$ cat config.mk
export PLATFORM = sky130hd
export DESIGN_NAME = result_accumulator
export DESIGN_NICKNAME = d
export VERILOG_FILES = /design/src/rtl/result_accumulator.sv
export SDC_FILE = /design/constraint.sdc
export NUM_CORES = 1
export LEC_CHECK = 0
export BUFFER_PORTS_ARGS = -buffer_cell sky130_fd_sc_hd__buf_2
export CORE_MARGIN = 4
export CORE_UTILIZATION = 50
export DETAILED_ROUTE_END_ITERATION = 10
export PLACE_DENSITY = 0.72
export SETUP_SLACK_MARGIN = 0.1
export SLEW_MARGIN = 0
export SYNTH_ARGS = -nofsm -noshare
export SYNTH_HDL_FRONTEND = slang
export SYNTH_SLANG_ARGS = --single-unit
$ cat constraint.sdc
create_clock -name clock -period 2 [get_ports clock]
set_input_delay 0.3 -clock clock [delete_from_list [all_inputs] [get_ports clock]]
set_output_delay 0.3 -clock clock [all_outputs]
set_load 0.005 [all_outputs]
$ cat src/rtl/result_accumulator.sv
// Accumulates N valid 4-bit samples from the upstream arithmetic stage and
// reports running sum, min, max and a sticky overflow, with a done pulse per run.
module result_accumulator #(
   parameter int COUNT_W = 4,
   parameter int SUM_W   = 8
) (
   input  logic               clock,
   input  logic               reset,
   input  logic               start,
   input  logic [COUNT_W-1:0] sample_count,
   input  logic [3:0]         in_data,
   input  logic               in_valid,
   output logic               busy,
   output logic               done,
   output logic [SUM_W-1:0]   sum,
   output logic [3:0]         min_val,
   output logic [3:0]         max_val,
   output logic               overflow
);

   typedef enum logic [1:0] {
      S_IDLE,
      S_ACCUM,
      S_DONE
   } state_t;

   state_t             state_q;
   logic [COUNT_W-1:0] target_q;
   logic [COUNT_W-1:0] count_q;
   logic [SUM_W-1:0]   sum_q;
   logic [3:0]         min_q;
   logic [3:0]         max_q;
   logic               ovf_q;
   logic               busy_q;
   logic               done_q;

   logic [SUM_W:0]     add_d;
   logic [COUNT_W-1:0] count_d;
   logic               last_d;

   // Extra top bit of the adder is the carry-out feeding the sticky overflow.
   assign add_d   = {1'b0, sum_q} + (SUM_W + 1)'(in_data);
   assign count_d = count_q + 1'b1;
   assign last_d  = (count_d == target_q);

   // NOTE: every register here uses <= so all of them sample pre-edge values;
   // a blocking = would let later statements see this cycle's updates.
   always_ff @(posedge clock) begin
      if (reset) begin
         state_q  <= S_IDLE;
         target_q <= '0;
         count_q  <= '0;
         sum_q    <= '0;
         min_q    <= '0;
         max_q    <= '0;
         ovf_q    <= 1'b0;
         busy_q   <= 1'b0;
         done_q   <= 1'b0;
      end else begin
         case (state_q)
            S_IDLE: begin
               if (start && (sample_count != '0)) begin
                  target_q <= sample_count;
                  count_q  <= '0;
                  sum_q    <= '0;
                  min_q    <= 4'hF;
                  max_q    <= 4'h0;
                  ovf_q    <= 1'b0;
                  busy_q   <= 1'b1;
                  state_q  <= S_ACCUM;
               end
            end
            S_ACCUM: begin
               if (in_valid) begin
                  sum_q   <= add_d[SUM_W-1:0];
                  ovf_q   <= ovf_q | add_d[SUM_W];
                  count_q <= count_d;
                  if (in_data < min_q) min_q <= in_data;
                  if (in_data > max_q) max_q <= in_data;
                  if (last_d) begin
                     done_q  <= 1'b1;
                     state_q <= S_DONE;
                  end
               end
            end
            S_DONE: begin
               done_q  <= 1'b0;
               busy_q  <= 1'b0;
               state_q <= S_IDLE;
            end
            default: begin
               done_q  <= 1'b0;
               busy_q  <= 1'b0;
               state_q <= S_IDLE;
            end
         endcase
      end
   end

   assign busy     = busy_q;
   assign done     = done_q;
   assign sum      = sum_q;
   assign min_val  = min_q;
   assign max_val  = max_q;
   assign overflow = ovf_q;

endmodule

# Word level (Yosys, flattened, before mapping)
# Cells that the tools add are included.
# op_classes
n_lt_le_gt_ge,2
reduce_logical,11
n_addsub,2
n_mul,0
eq_ne,7
n_shift,0
n_bitwise,3
mux,25
n_div,0
# op_table
cell,n
4-bit two-way mux,7
4-bit case mux with 2 select lines,3
8-bit two-way mux,2
8-bit case mux with 2 select lines,1
"2-bit inequality test, second input constant",5
8-bit by 4-bit adder with 9-bit output,1
3-bit AND reduction,3
4-bit AND reduction,2
2-bit two-way mux,3
1-bit case mux with 2 select lines,3
1-bit two-way mux,5
"4-bit by 1-bit adder with 4-bit output, second input constant",1
4-bit equality test,1
4-bit greater-than comparator,1
4-bit < comparator,1
2-bit case mux with 2 select lines,1
2-bit AND reduction,2
4-bit nonzero test,1
"2-bit by 1-bit equality test with 1-bit output, second input constant",1
2-bit zero test,1
1-bit inverter,2
2-bit nonzero test,1
1-bit logical AND,1
1-bit bitwise OR,1
# word_totals
mem_count,0
ram_bits,0
out_inout_bits,19
ff_bits,29
latchBits,0
romBits,0
inputBits,12

# Longest topological paths before layout
# depth
depth_word,5
depth_mapped,7

# Least setup slack after synthesis
# No wires, ideal clock.
# synth_path
path_type,register to register
startpoint,register max_q[3] (netlist: max_val[3])
endpoint,register max_q[1] (netlist: max_val[1])
synth_period_minus_slack_ns,1.732
t_required_ns,1.930
n_path_buf,0
path_slack_ns,0.268
arrival_time_ns,1.662
setup_ns,0.070
path_stages_with_launch,8
path_cell_list,dfxtp_1 inv_1 ha_1 nand2_1 o21bai_1 a41o_1 or4_1 a21oi_1
# synth_between
elab_chain_len,3
# synth_rtl
item,line,text
"start, declared",32,logic [3:0] max_q;
"start signal, assigned",79,if (in_data > max_q) max_q <= in_data;
4-bit greater-than comparator,79,
2-bit inequality test (no line),n/a,
4-bit AND reduction (no line),n/a,
# Every way passes these cells.
# A chain may end at the register's enable or synchronous reset.

# Worst setup path after layout
# layout_path
startpoint,register max_q[1] (netlist: max_val[1])
endpoint,register max_q[3] (netlist: max_val[3])
# The elaborated chain is that of the path after synthesis.

==> results.sh <==
export IMPL_dp_hpwl_um=2510
export IMPL_routed_wl_um=3340
export IMPL_synthToLayoutAreaGrowth_pct=15.9
export IMPL_antennaDiodeCount=0
export IMPL_drv_cap=0
export IMPL_drive_gt1_share_pct=23.4
export IMPL_synthDistinctLibCells=41
export IMPL_fin_skew_ps=11.7
export IMPL_required_ps=2270
export IMPL_htreeDepth=2
export IMPL_setup_viol_count_final=0
export IMPL_io_buffers=30
export IMPL_maxSlewHeadroom_pct=69.5
export IMPL_clk_path_buf_depth=2
export IMPL_synthArstFlopShare_pct=0
export IMPL_max_stage_delay_ps=420
export IMPL_wl_per_cell_um=13.9
export IMPL_nets=234
export IMPL_finalCritPeriodShare_pct=89.9
export IMPL_fin_setup_tns_ps=0
export IMPL_synth_nets=200
export IMPL_initial_utilization_pct=54.2
export IMPL_clk_pin_slew_ps=90
export IMPL_cts_root_buf="clkbuf_4"
export IMPL_synth_ff_type="dfxtp_1"
export IMPL_drtAntennaViolNets=0
export IMPL_power_leakage_nw=0.792
export IMPL_grt_start_max_net_pins=24
export IMPL_place_congestion=0.819
export IMPL_die_area_um2=4040
export IMPL_post_place_ws_ps=55.3
export IMPL_worst_pin_slew_ps=457
export IMPL_drtIter0Drc=65
export IMPL_cp_max_fo=6
export IMPL_syn_inst=175
export IMPL_placement_cell_area_um2=1720
export IMPL_power_density_nw_per_um2=692
export IMPL_cp_slowest_cell="or4_1"
export IMPL_crit_chain="inv_1 -> ha_1 -> nor2b_1 -> o21bai_1 -> a41o_2 -> or4_1 -> a21oi_1"
export IMPL_rows=19
export IMPL_ys_ff_latch=29
export IMPL_grt_pass1_wl_um=5780
export IMPL_ys_warn_count=0
export IMPL_min_path_type="primary input to flip-flop"
export IMPL_gr_usage_all_layers_pct=18.2
export IMPL_numCtsBuffers=5
export IMPL_route_detailed_drc=0
export IMPL_coreArea_um2=2850
export IMPL_final_area_um2=1790
export IMPL_avgSynthCellArea_um2=8.83
export IMPL_startpoint_type="flip-flop"
export IMPL_rsz0062_at_grt="false"
export IMPL_num_io_pins=31
export IMPL_ys_seq_area_share_pct=37.6
export IMPL_die_h_um=63.6
export IMPL_netlist_area_um2=1550
export IMPL_cts_tree="yes"
export IMPL_die_w_um=63.6
export IMPL_vdd_ir_drop_max_mv=0.341
export IMPL_critPathArrivalTime_ps=2060
export IMPL_crit_type="flip-flop to flip-flop"
export IMPL_synth_edff_count=0
export IMPL_finalWorstSetupSlack_ps=202
export IMPL_crit_path_end_kind="flip-flop"
export IMPL_grt_overflow=0
export IMPL_first_pass_iters=4
export IMPL_vias=1320
export IMPL_hold_viol_final=0
export IMPL_antenna_found_initial=0
export IMPL_min_period_ps=1800
export IMPL_status="completed"
export IMPL_total_power_w=0.00124
export IMPL_drv_slew=0
export IMPL_clk_latency_ps=340
export IMPL_grt_pass1_vias=1297
export IMPL_maxClockFrequency_mhz=556
export IMPL_clock_sinks=29
export IMPL_via_per_inst=5.50
## metrics by stage
stage	instances	util [%]	hold WS, ps
2_1_floorplan	175	-	372
3_3_place_gp	232	60.4	442
3_5_place_dp	232	60.4	462
4_1_cts	239	62.3	206
5_1_grt	240	62.8	198
6_report	240	62.8	217
## logic make-up (layout without fill, tap and decap cells)
logic type / Yosys count / after routing / share of synthesized area (%)
multiplexers: 1 / 1 / 0.648
XOR/XNOR: 11 / 11 / 6.24
AO/OA/AOI/OAI: 45 / 45 / 19.5
adder cells (fa/ha/maj): 13 / 13 / 11.0
AND/OR/NAND/NOR: 59 / 59 / 19.8
buffers and inverters: 17 / 51 / 5.18
flip-flops: 29 / 29 / 37.6
## flip-flops by register name (all words and copies together), names as in the netlist
signal / cells
max_val: 4
sum: 8
min_val: 4
done: 1
overflow: 1
busy: 1
target_q: 4
state_q: 2
count_q: 4
## report_power, final
group | internal (W) | switching [W]
Clock | 0.000166 | 0.000198
Combinational | 0.000109 | 0.000138
Sequential | 0.000607 | 0.0000218
## placed cells by master (no fill, tap or decap), drive strengths merged, types with 3 or more instances in the layout
cell type   n
dfxtp      29
inv        11
nor3        6
a21o        3
o21ai       8
nand2      14
xnor2       8
ha         12
buf        33
a311oi      3
or4         4
a21oi      19
nor2       18
nand2b      4
clkbuf      7
xor2        3
a22oi       3
## routing by layer
metal | GRT usage [%] | up-vias | part of all wire [%]
met5 | 0 | - | 0
met4 | 7.28 | 0 | 1.6
met3 | 6.75 | 6 | 5.1
met2 | 30.0 | 26 | 47
met1 | 21.2 | 600 | 46
li1 | - | 688 | -
## worst paths after layout
path | from | endpoint | slack (ps) | depth (start not counted)
min reg2reg | sum[3]$_SDFFE_PP0P_ | sum[3]$_SDFFE_PP0P_ | 480 | 2
max reg2reg | max_val[1]$_SDFFE_PP0P_ | max_val[3]$_SDFFE_PP0P_ | 200 | 7
max | max_val[1]$_SDFFE_PP0P_ | max_val[3]$_SDFFE_PP0P_ | 200 | 7
min | sample_count[3] | target_q[3]$_SDFFE_PP0P_ | 220 | 3
## critical path, delay by kind of cell, from the launching register on
kind | cells | cell delay, ps
and+or+nand+nor | 2 | 560
AOI/OAI and AO/OA | 3 | 490
adders and majority gates | 1 | 290
buffers and inverters | 1 | 50
DFF | 1 | 350
## synth_stat cells, types with 2 or more instances
| cell type | n | area share (%) |
|---|---|---|
| a21o_1 | 3 | 1.5 |
| a21oi_1 | 18 | 5.8 |
| a22oi_1 | 3 | 1.5 |
| a311oi_1 | 3 | 1.7 |
| a31oi_1 | 2 | 0.81 |
| buf_4 | 2 | 0.97 |
| clkbuf_1 | 2 | 0.49 |
| dfxtp_1 | 29 | 38 |
| ha_1 | 12 | 9.7 |
| inv_1 | 11 | 2.7 |
| nand2_1 | 14 | 3.4 |
| nand2b_1 | 4 | 1.6 |
| nand3_1 | 2 | 0.65 |
| nand3b_1 | 2 | 0.97 |
| nor2_1 | 18 | 4.4 |
| nor3_1 | 5 | 1.6 |
| o21a_1 | 2 | 0.97 |
| o21ai_0 | 3 | 0.97 |
| o21ai_1 | 5 | 1.6 |
| or3_1 | 2 | 0.81 |
| or4_1 | 4 | 1.9 |
| xnor2_1 | 8 | 4.5 |
| xor2_1 | 3 | 1.7 |
## timing repair
item                                    in CTS  in global routing
endpoints found under the hold margin        0                  0
buffers inserted                             0                  1
hold buffers                                 0                  0
resized for setup                            0                  4
endpoints found under the setup margin       0                  4
## area by class of cell
class / count / area [µm²]
inverter: 11 / 41.3
multi-input combinational: 129 / 886
timing repair buffer: 33 / 185
sequential: 29 / 584
clock buffer: 7 / 55.1
fill: 259 / 1060
tap: 31 / 38.8
Note: power is estimated with default switching activity, not from simulation.
